## src/rtl/add_round_key_seq.sv

```systemverilog
// AddRoundKey stage for an iterative AES-128 encryptor.
// The key schedule is expanded one round key at a time, and the cipher key is kept for the next block.
module add_round_key_seq #(
  parameter  int unsigned NR = 10,
  localparam int unsigned DW = 128,
  localparam int unsigned RW = 4
) (
  input  logic          clk,
  input  logic          rst,
  input  logic          key_load,
  input  logic [DW-1:0] key_in,
  output logic          key_valid,
  input  logic          in_valid,
  output logic          in_ready,
  input  logic [DW-1:0] in_data,
  output logic          out_valid,
  input  logic          out_ready,
  output logic [DW-1:0] out_data,
  output logic [RW-1:0] out_round,
  output logic          busy
);

  typedef enum logic [1:0] {NOKEY, READY, EXPAND} state_t;

  localparam logic [7:0] SBOX [0:255] = '{
    8'h63, 8'h7c, 8'h77, 8'h7b, 8'hf2, 8'h6b, 8'h6f, 8'hc5, 8'h30, 8'h01, 8'h67, 8'h2b, 8'hfe, 8'hd7, 8'hab, 8'h76,
    8'hca, 8'h82, 8'hc9, 8'h7d, 8'hfa, 8'h59, 8'h47, 8'hf0, 8'had, 8'hd4, 8'ha2, 8'haf, 8'h9c, 8'ha4, 8'h72, 8'hc0,
    8'hb7, 8'hfd, 8'h93, 8'h26, 8'h36, 8'h3f, 8'hf7, 8'hcc, 8'h34, 8'ha5, 8'he5, 8'hf1, 8'h71, 8'hd8, 8'h31, 8'h15,
    8'h04, 8'hc7, 8'h23, 8'hc3, 8'h18, 8'h96, 8'h05, 8'h9a, 8'h07, 8'h12, 8'h80, 8'he2, 8'heb, 8'h27, 8'hb2, 8'h75,
    8'h09, 8'h83, 8'h2c, 8'h1a, 8'h1b, 8'h6e, 8'h5a, 8'ha0, 8'h52, 8'h3b, 8'hd6, 8'hb3, 8'h29, 8'he3, 8'h2f, 8'h84,
    8'h53, 8'hd1, 8'h00, 8'hed, 8'h20, 8'hfc, 8'hb1, 8'h5b, 8'h6a, 8'hcb, 8'hbe, 8'h39, 8'h4a, 8'h4c, 8'h58, 8'hcf,
    8'hd0, 8'hef, 8'haa, 8'hfb, 8'h43, 8'h4d, 8'h33, 8'h85, 8'h45, 8'hf9, 8'h02, 8'h7f, 8'h50, 8'h3c, 8'h9f, 8'ha8,
    8'h51, 8'ha3, 8'h40, 8'h8f, 8'h92, 8'h9d, 8'h38, 8'hf5, 8'hbc, 8'hb6, 8'hda, 8'h21, 8'h10, 8'hff, 8'hf3, 8'hd2,
    8'hcd, 8'h0c, 8'h13, 8'hec, 8'h5f, 8'h97, 8'h44, 8'h17, 8'hc4, 8'ha7, 8'h7e, 8'h3d, 8'h64, 8'h5d, 8'h19, 8'h73,
    8'h60, 8'h81, 8'h4f, 8'hdc, 8'h22, 8'h2a, 8'h90, 8'h88, 8'h46, 8'hee, 8'hb8, 8'h14, 8'hde, 8'h5e, 8'h0b, 8'hdb,
    8'he0, 8'h32, 8'h3a, 8'h0a, 8'h49, 8'h06, 8'h24, 8'h5c, 8'hc2, 8'hd3, 8'hac, 8'h62, 8'h91, 8'h95, 8'he4, 8'h79,
    8'he7, 8'hc8, 8'h37, 8'h6d, 8'h8d, 8'hd5, 8'h4e, 8'ha9, 8'h6c, 8'h56, 8'hf4, 8'hea, 8'h65, 8'h7a, 8'hae, 8'h08,
    8'hba, 8'h78, 8'h25, 8'h2e, 8'h1c, 8'ha6, 8'hb4, 8'hc6, 8'he8, 8'hdd, 8'h74, 8'h1f, 8'h4b, 8'hbd, 8'h8b, 8'h8a,
    8'h70, 8'h3e, 8'hb5, 8'h66, 8'h48, 8'h03, 8'hf6, 8'h0e, 8'h61, 8'h35, 8'h57, 8'hb9, 8'h86, 8'hc1, 8'h1d, 8'h9e,
    8'he1, 8'hf8, 8'h98, 8'h11, 8'h69, 8'hd9, 8'h8e, 8'h94, 8'h9b, 8'h1e, 8'h87, 8'he9, 8'hce, 8'h55, 8'h28, 8'hdf,
    8'h8c, 8'ha1, 8'h89, 8'h0d, 8'hbf, 8'he6, 8'h42, 8'h68, 8'h41, 8'h99, 8'h2d, 8'h0f, 8'hb0, 8'h54, 8'hbb, 8'h16
  };

  function automatic logic [31:0] sub_word(input logic [31:0] w);
    return {SBOX[w[31:24]], SBOX[w[23:16]], SBOX[w[15:8]], SBOX[w[7:0]]};
  endfunction

  function automatic logic [7:0] rcon(input logic [RW-1:0] r);
    logic [7:0] c;
    c = 8'h00;
    case (r)
      4'd1:    c = 8'h01;
      4'd2:    c = 8'h02;
      4'd3:    c = 8'h04;
      4'd4:    c = 8'h08;
      4'd5:    c = 8'h10;
      4'd6:    c = 8'h20;
      4'd7:    c = 8'h40;
      4'd8:    c = 8'h80;
      4'd9:    c = 8'h1b;
      4'd10:   c = 8'h36;
      default: c = 8'h00;
    endcase
    return c;
  endfunction

  state_t        state_q, state_d;
  logic [RW-1:0] round_q, round_d;
  logic [DW-1:0] rk_q, rk_d, saved_q, saved_d;
  logic [DW-1:0] out_data_d;
  logic [RW-1:0] out_round_d;
  logic          out_valid_d, key_valid_d;
  logic          accept;

  // Next round key from the current one; round_q already holds the new round index.
  logic [31:0] w0, w1, w2, w3, temp, w4, w5, w6, w7;
  logic [DW-1:0] next_rk;
  assign w0      = rk_q[127:96];
  assign w1      = rk_q[95:64];
  assign w2      = rk_q[63:32];
  assign w3      = rk_q[31:0];
  assign temp    = sub_word({w3[23:0], w3[31:24]}) ^ {rcon(round_q), 24'h000000};
  assign w4      = w0 ^ temp;
  assign w5      = w4 ^ w1;
  assign w6      = w5 ^ w2;
  assign w7      = w6 ^ w3;
  assign next_rk = {w4, w5, w6, w7};

  always_comb begin
    state_d     = state_q;
    round_d     = round_q;
    rk_d        = rk_q;
    saved_d     = saved_q;
    out_valid_d = out_valid;
    out_data_d  = out_data;
    out_round_d = out_round;
    key_valid_d = key_valid;
    in_ready    = 1'b0;

    if (state_q == READY) in_ready = !out_valid || out_ready;
    // A key load wins over any input offered in the same cycle.
    if (key_load) in_ready = 1'b0;
    accept = in_valid && in_ready;

    if (out_valid && out_ready) out_valid_d = 1'b0;

    if (state_q == EXPAND) begin
      rk_d    = next_rk;
      state_d = READY;
    end

    if (accept) begin
      out_data_d  = in_data ^ rk_q;
      out_round_d = round_q;
      out_valid_d = 1'b1;
      if (round_q < RW'(NR)) begin
        round_d = round_q + 4'd1;
        state_d = EXPAND;
      end else begin
        // Last round: restore the cipher key so the next block starts at once.
        rk_d    = saved_q;
        round_d = '0;
        state_d = READY;
      end
    end

    if (key_load) begin
      rk_d        = key_in;
      saved_d     = key_in;
      round_d     = '0;
      state_d     = READY;
      key_valid_d = 1'b1;
    end
  end

  always_ff @(posedge clk or posedge rst) begin
    if (rst) begin
      state_q   <= NOKEY;
      round_q   <= '0;
      rk_q      <= '0;
      saved_q   <= '0;
      out_valid <= 1'b0;
      out_data  <= '0;
      out_round <= '0;
      key_valid <= 1'b0;
      busy      <= 1'b0;
    end else begin
      state_q   <= state_d;
      round_q   <= round_d;
      rk_q      <= rk_d;
      saved_q   <= saved_d;
      out_valid <= out_valid_d;
      out_data  <= out_data_d;
      out_round <= out_round_d;
      key_valid <= key_valid_d;
      busy      <= (round_d != '0);
    end
  end

endmodule

```

## config.mk

```make
export PLATFORM = sky130hd
export DESIGN_NAME = add_round_key_seq
export DESIGN_NICKNAME = d
export VERILOG_FILES = /design/src/rtl/add_round_key_seq.sv
export SDC_FILE = /design/constraint.sdc
export NUM_CORES = 2
export LEC_CHECK = 0
export BUFFER_PORTS_ARGS = -buffer_cell sky130_fd_sc_hd__buf_2
export CORE_MARGIN = 2
export CORE_UTILIZATION = 35
export CTS_BUF_LIST = sky130_fd_sc_hd__clkbuf_2 sky130_fd_sc_hd__clkbuf_4 sky130_fd_sc_hd__clkbuf_8
export CTS_CLUSTER_SIZE = 24
export DETAILED_ROUTE_END_ITERATION = 12
export SYNTH_ARGS = -nofsm -noshare
export SYNTH_HDL_FRONTEND = slang
export SYNTH_SLANG_ARGS = --single-unit
```

## constraint.sdc

```tcl
create_clock -name clk -period 19.46 [get_ports clk]
set_input_delay 1.946 -clock clk [delete_from_list [all_inputs] [get_ports clk]]
set_output_delay 1.946 -clock clk [all_outputs]
set_load 0.01 [all_outputs]
```

Yosys cells after proc, flatten, opt, wreduce, memory -nomap -nowiden --
Memories as Yosys holds them, arrays and structs flattened. Cells that the tools add are included.
Storage, ports and cells: word-level logic and storage cells 62, bits in read-only memories 8320, bits of input ports 261, memories kept 5, flip-flop bits (word level) 397, output and inout bits 136
Operators by class: multiplexer cells 23, add/sub/neg operators 1, reduce and logical (&&, ||, !) cells 7, bitwise logic cells 10, eq/ne operators 2, $lt $le $gt $ge 5
Memories:
- (name not given) | words 256, bits a word 8, read ports 1, clocked after memory_dff 0, wr ports 0, RTL line 45 | return {SBOX[w[31:24]], SBOX[w[23:16]], SBOX[w[15:8]], SBOX[w[7:0]]};
- (name not given) | words 256, bits a word 8, read ports 1, clocked after memory_dff 0, wr ports 0, RTL line 45
- (name not given) | words 256, bits a word 8, read ports 1, clocked after memory_dff 0, wr ports 0, RTL line 45
- (name not given) | words 256, bits a word 8, read ports 1, clocked after memory_dff 0, wr ports 0, RTL line 45
- (name not given) | words 16, bits a word 8, read ports 1, clocked after memory_dff 0, wr ports 0, RTL line 51 | case (r)
Operators by type and width (count):
- $mux W128 | 4
- $xor A32 B32 Y32 | 5
- $xor A128 B128 Y128 | 1
- $mux W8 | 8
- $ge A9 B9 Y1 const B | 4
- $not A8 Y9 | 4
- $mux W4 | 3
- $mux W2 | 4
- $add A4 B1 Y4 const B | 1
- $lt A4 B4 Y1 const B | 1
- $mux W1 | 4
- $reduce_bool A4 Y1 | 1
- $reduce_bool A3 Y1 | 1
- $eq A2 B1 Y1 const B | 1
- $eq A2 B2 Y1 const B | 1
- $logic_and A1 B1 Y1 | 2
- $reduce_bool A2 Y1 | 1
- $logic_not A1 Y1 | 1
- $logic_or A1 B1 Y1 | 1

Logic depth before layout (Yosys ltp) --
word-level depth 13, depth in mapped cells 17, gate-level depth less buffers 12

Least setup slack after synthesis --
No wires, ideal clock.
path kind input-to-output, start input port out_ready, end output port in_ready, stages 2, setup slack 15.236 ns, arrival time 2.278 ns, required time 17.514 ns, path buffers 0, path through nand2b_1 -> and3_1
On the way: cells in the longest elaborated chain, start to end 3
Ends and longest elaborated chain:
- start: declaration | RTL line 17 | input logic out_ready,
- $logic_or A1 B1 Y1 | RTL line 100 | if (state_q == READY) in_ready = !out_valid || out_ready;
- $mux W1 | RTL line 100
- $mux W1 | RTL line 102 | if (key_load) in_ready = 1'b0;
- end: declaration | RTL line 14 | output logic in_ready,
Every way passes these cells.

Worst setup path in the final report --
start register rk_q[17], end register rk_q[31]
On the way: cells in the longest elaborated chain, start to end 13
Ends and longest elaborated chain:
- start: declaration | RTL line 69 | logic [DW-1:0] rk_q, rk_d, saved_q, saved_d;
- start signal: assignment | RTL line 150 | rk_q <= rk_d;
- $not A8 Y9 (not written as such) (*) | RTL line 45
- $mem_v2 Z256 W8 (*)
- $mux W8 (not written as such) (*) (2 in a row) | RTL line 45
- $xor A32 B32 Y32 (*) | RTL line 82 | assign temp = sub_word({w3[23:0], w3[31:24]}) ^ {rcon(round_q), 24'h000000};
- $xor A32 B32 Y32 (*) | RTL line 83 | assign w4 = w0 ^ temp;
- $xor A32 B32 Y32 (*) | RTL line 84 | assign w5 = w4 ^ w1;
- $xor A32 B32 Y32 (*) | RTL line 85 | assign w6 = w5 ^ w2;
- $xor A32 B32 Y32 (*) | RTL line 86 | assign w7 = w6 ^ w3;
- $mux W128 (*) | RTL line 107 | if (state_q == EXPAND) begin
- $mux W128 | RTL line 116 | if (round_q < RW'(NR)) begin
- $mux W128 (*) | RTL line 112 | if (accept) begin
- $mux W128 (*) | RTL line 127 | if (key_load) begin
- net rk_d[31] | RTL line 69
Mark *: on every way through the listed nets, which the timed path passes. The rest lies on a longest branch. The select of a mux whose other input is x is not followed. A chain may end at the register's enable or synchronous reset.

==> impl_metrics.tcl <==
set metrics [dict create \
    ant_nets 0 \
    io_buffer_count 396 \
    path_max_fanout 32 \
    clk_pin_slew_worst_paths_ns 0.06 \
    status "finished clean" \
    crit_chain "buf_4 > inv_1 > ha_1 > nor2b_1 > nor3_1 > a2111oi_0 > a311oi_1 > o32ai_1 > xnor2_1 > xnor2_1 > xnor2_1 > mux2i_1 > o221ai_1" \
    clk_latency_ns 0.74 \
    syn_inst 4108 \
    core_area_um2 94900 \
    syn_area_um2 33400 \
    internal_power_w 0.00228 \
    finalWirelength_um 138000 \
    synth_area_leaders "dfrtp_1 30%, xnor2_1 6.8%, o21ai_0 6.2%" \
    synth_seq_cells 397 \
    p_seq_frac 0.302 \
    grt_pass1_vias 31560 \
    dr.pass1.iters 7 \
    grt.overflow.total 0 \
    synth_top_area_frac 0.297 \
    cts_tree "built" \
    io_pins 397 \
    synth_edf_count 0 \
    wl_per_cell_um 24.8 \
    p_comb_frac 0.436 \
    fmaxAchievable_mhz 201 \
    cts_setup_buffers 0 \
    fin_tns_setup_ns 0 \
    synth.largest_area_cell "dfrtp_1" \
    regArea_um2 9970 \
    ys.flop_type "dfrtp_1" \
    p_switching_w 0.00162 \
    ys_warn_count 0 \
    cts_sinks 397 \
    cpMaxStageDelayCell "nor2b_1" \
    worstMarginPinSlew_ns 1.18 \
    hold_path.class "flop to flop" \
    nets 4557 \
    postSynth.asyncResetShare 1.00 \
    peakVddDrop_uv 57.9 \
    grt_pass1_wl_um 207000 \
    critical_path_required_ns 20.02 \
    antenna_found_initial 17 \
    cts.hold.buffers_added 0 \
    rsz0062_at_grt "no" \
    track_usage 0.272 \
    die_h_um 313 \
    powerDensity_nw_per_um2 104 \
    multi_input_area_um2 21100 \
    hold_viol_final 0 \
    finClkSkew_ns 0.0502 \
    die_area_um2 98000 \
    drt_iter0_markers 4964 \
    slew_headroom 0.209 \
    netlist-cell-type-count 107 \
    startpoint_type "flop" \
    start_util 0.352 \
    crit_top_cell "xnor2_1" \
    p_leak_nw 15.8 \
    die_w_um 313 \
    htreeDepth 3 \
    synth_nets 4433 \
    core.rowCount 113 \
    ys_seq_area_frac 0.297 \
    placed_cell_area_um2 35700 \
    gp_congestion 1.03 \
    max_stage_delay_ns 0.91 \
    vias_per_cell 6.06 \
    design_area_um2 37600 \
    vias 33693 \
    fillCellCount 9793 \
    pwr-share-clk 0.262 \
    cts_root_buf "clkbuf_8" \
    dp_hpwl_um 94900 \
    layout-drive-gt1-share 0.190 \
    criticalPathCategory "flop to flop" \
    clk_path_buf_depth 3 \
    drv_cap 0 \
    cts_resized 0 \
    fin_crit_ns 4.99 \
    drc 0 \
    p_sw_frac 0.417 \
    finalMaxSlewViolations 0 \
    cp_data_arrival_time_ns 5.55 \
    crit_path_end_kind "flop" \
    setup_viol 0 \
    fin_crit_sh 0.256 \
    area_growth_pct 12.3 \
    numCtsBuffers 78 \
    grt_max_degree 186 \
    syn_area_per_cell_um2 8.14 \
]
synth_stat cells, drive strengths merged, types with 22 or more instances:
master / number
or3: 22
o221ai: 23
or2: 35
mux2i: 49
xor2: 67
inv: 142
o22ai: 34
nand2b: 98
buf: 186
o21ai: 458
nor3: 85
o211ai: 48
a22oi: 34
a31oi: 66
o31ai: 35
clkbuf: 223
nor2b: 82
ha: 63
and3: 32
nand2: 524
nand3: 67
mux4: 67
nor2: 230
and2: 31
a21oi: 216
a221oi: 27
xnor2: 262
mux2: 45
o311ai: 42
a311oi: 32
a211oi: 55
dfrtp: 397
through the flow:
step,power [W],hold slack (ns),cells,setup WS [ns],utilization
2_1_floorplan,0.00229,0.443,4108,6.47,-
3_3_place_gp,0.00285,0.456,5417,13.88,0.376
3_5_place_dp,0.00285,0.457,5417,13.81,0.376
4_1_cts,0.00390,0.475,5562,14.52,0.396
5_1_grt,0.00412,0.486,5563,14.22,0.396
6_report,0.00390,0.471,5563,14.47,0.396
cells in the final DEF (no fill, tap or decap), types with 20 or more instances in the layout:
master | synthesis | layout
and2_1 | 29 | 29
buf_2 | 114 | 395
and3_1 | 32 | 32
o31ai_1 | 33 | 33
or3_1 | 22 | 22
nand2_1 | 523 | 521
nor3_1 | 85 | 85
or2_2 | 28 | 27
clkbuf_4 | 0 | 24
mux2i_1 | 48 | 48
a31oi_1 | 65 | 65
a22o_1 | 20 | 20
a221oi_1 | 27 | 27
buf_4 | 25 | 56
a211oi_1 | 54 | 54
clkbuf_8 | 0 | 102
xor2_1 | 67 | 67
mux4_2 | 67 | 67
dfrtp_1 | 397 | 380
ha_1 | 63 | 63
xnor2_1 | 260 | 260
o221ai_1 | 23 | 23
a22oi_1 | 33 | 33
inv_1 | 135 | 133
o311ai_0 | 36 | 36
nand3_1 | 67 | 67
a311oi_1 | 32 | 32
nor2b_1 | 81 | 80
mux2_2 | 44 | 44
o21ai_0 | 413 | 413
nand2b_1 | 96 | 95
o211ai_1 | 48 | 48
a21oi_1 | 215 | 215
nor2_1 | 225 | 223
o22ai_1 | 33 | 33
o21ai_1 | 45 | 45
worst max-delay path: cells and delay by family, from the launching register on:
kind / cells / cell delay [ns]
DFF: 1 / 0.32
buffers and inverters: 2 / 0.83
AOI/OAI and AO/OA: 4 / 1.23
xor gates and xnor gates: 3 / 0.71
adders and majority gates: 1 / 0.44
muxes: 1 / 0.22
and+or+nand+nor: 2 / 1.06
registers in the layout, summed over array words and instances (netlist names):
name,cells
out_valid,1
out_round,4
key_valid,1
saved_q,128
rk_q,128
out_data,128
state_q,2
busy,1
round_q,4
worst paths after layout:
| check | from | endpoint | slack (ns) | cells after the start |
|---|---|---|---|---|
| min | saved_q[79] | saved_q[79] | 0.47 | 1 |
| max in group asynchronous | rst | rk_q[11] | 16.39 | 3 |
| max | rk_q[17] | rk_q[31] | 14.47 | 13 |
| min reg2reg | saved_q[79] | saved_q[79] | 0.47 | 1 |
| min in group asynchronous | rst | out_data[20] | 1.40 | 2 |
| max reg2reg | rk_q[17] | rk_q[31] | 14.47 | 13 |
power by group through the flow:
stage / clock, W / combinational, W / sequential (W)
after detailed placement: 0 / 0.00166 / 0.00119
after global placement: 0 / 0.00166 / 0.00119
after floorplan: 0 / 0.00111 / 0.00117
after CTS: 0.00105 / 0.00167 / 0.00118
final: 0.00102 / 0.00170 / 0.00118
after global routing: 0.00109 / 0.00183 / 0.00120
area by class of cell:
type | instances | area share
multi-input combinational | 3156 | 0.563
timing repair buffer | 453 | 0.0648
antenna | 1 | 0.0000666
clock inverter | 19 | 0.00806
clock buffer | 126 | 0.0422
tap | 1265 | 0.0421
sequential | 397 | 0.265
inverter | 146 | 0.0148
cells by family after synthesis:
| logic type | count (synthesis) | share of synthesized area |
|---|---|---|
| muxes | 161 | 0.0753 |
| buffers and inverters | 555 | 0.0721 |
| adders and majority gates | 64 | 0.0242 |
| AOI/OAI and AO/OA | 1309 | 0.257 |
| xor gates and xnor gates | 336 | 0.0914 |
| and+or+nand+nor | 1286 | 0.183 |
| DFF | 397 | 0.297 |
metal layers:
metal | share of wire | track usage | up-vias
met5 | 0.00098 | 0 | -
met4 | 0.049 | 0.124 | 24
met3 | 0.11 | 0.0652 | 381
met2 | 0.42 | 0.394 | 2091
met1 | 0.42 | 0.383 | 16161
li1 | - | - | 15036
Note: power is estimated with default switching activity, not from simulation.
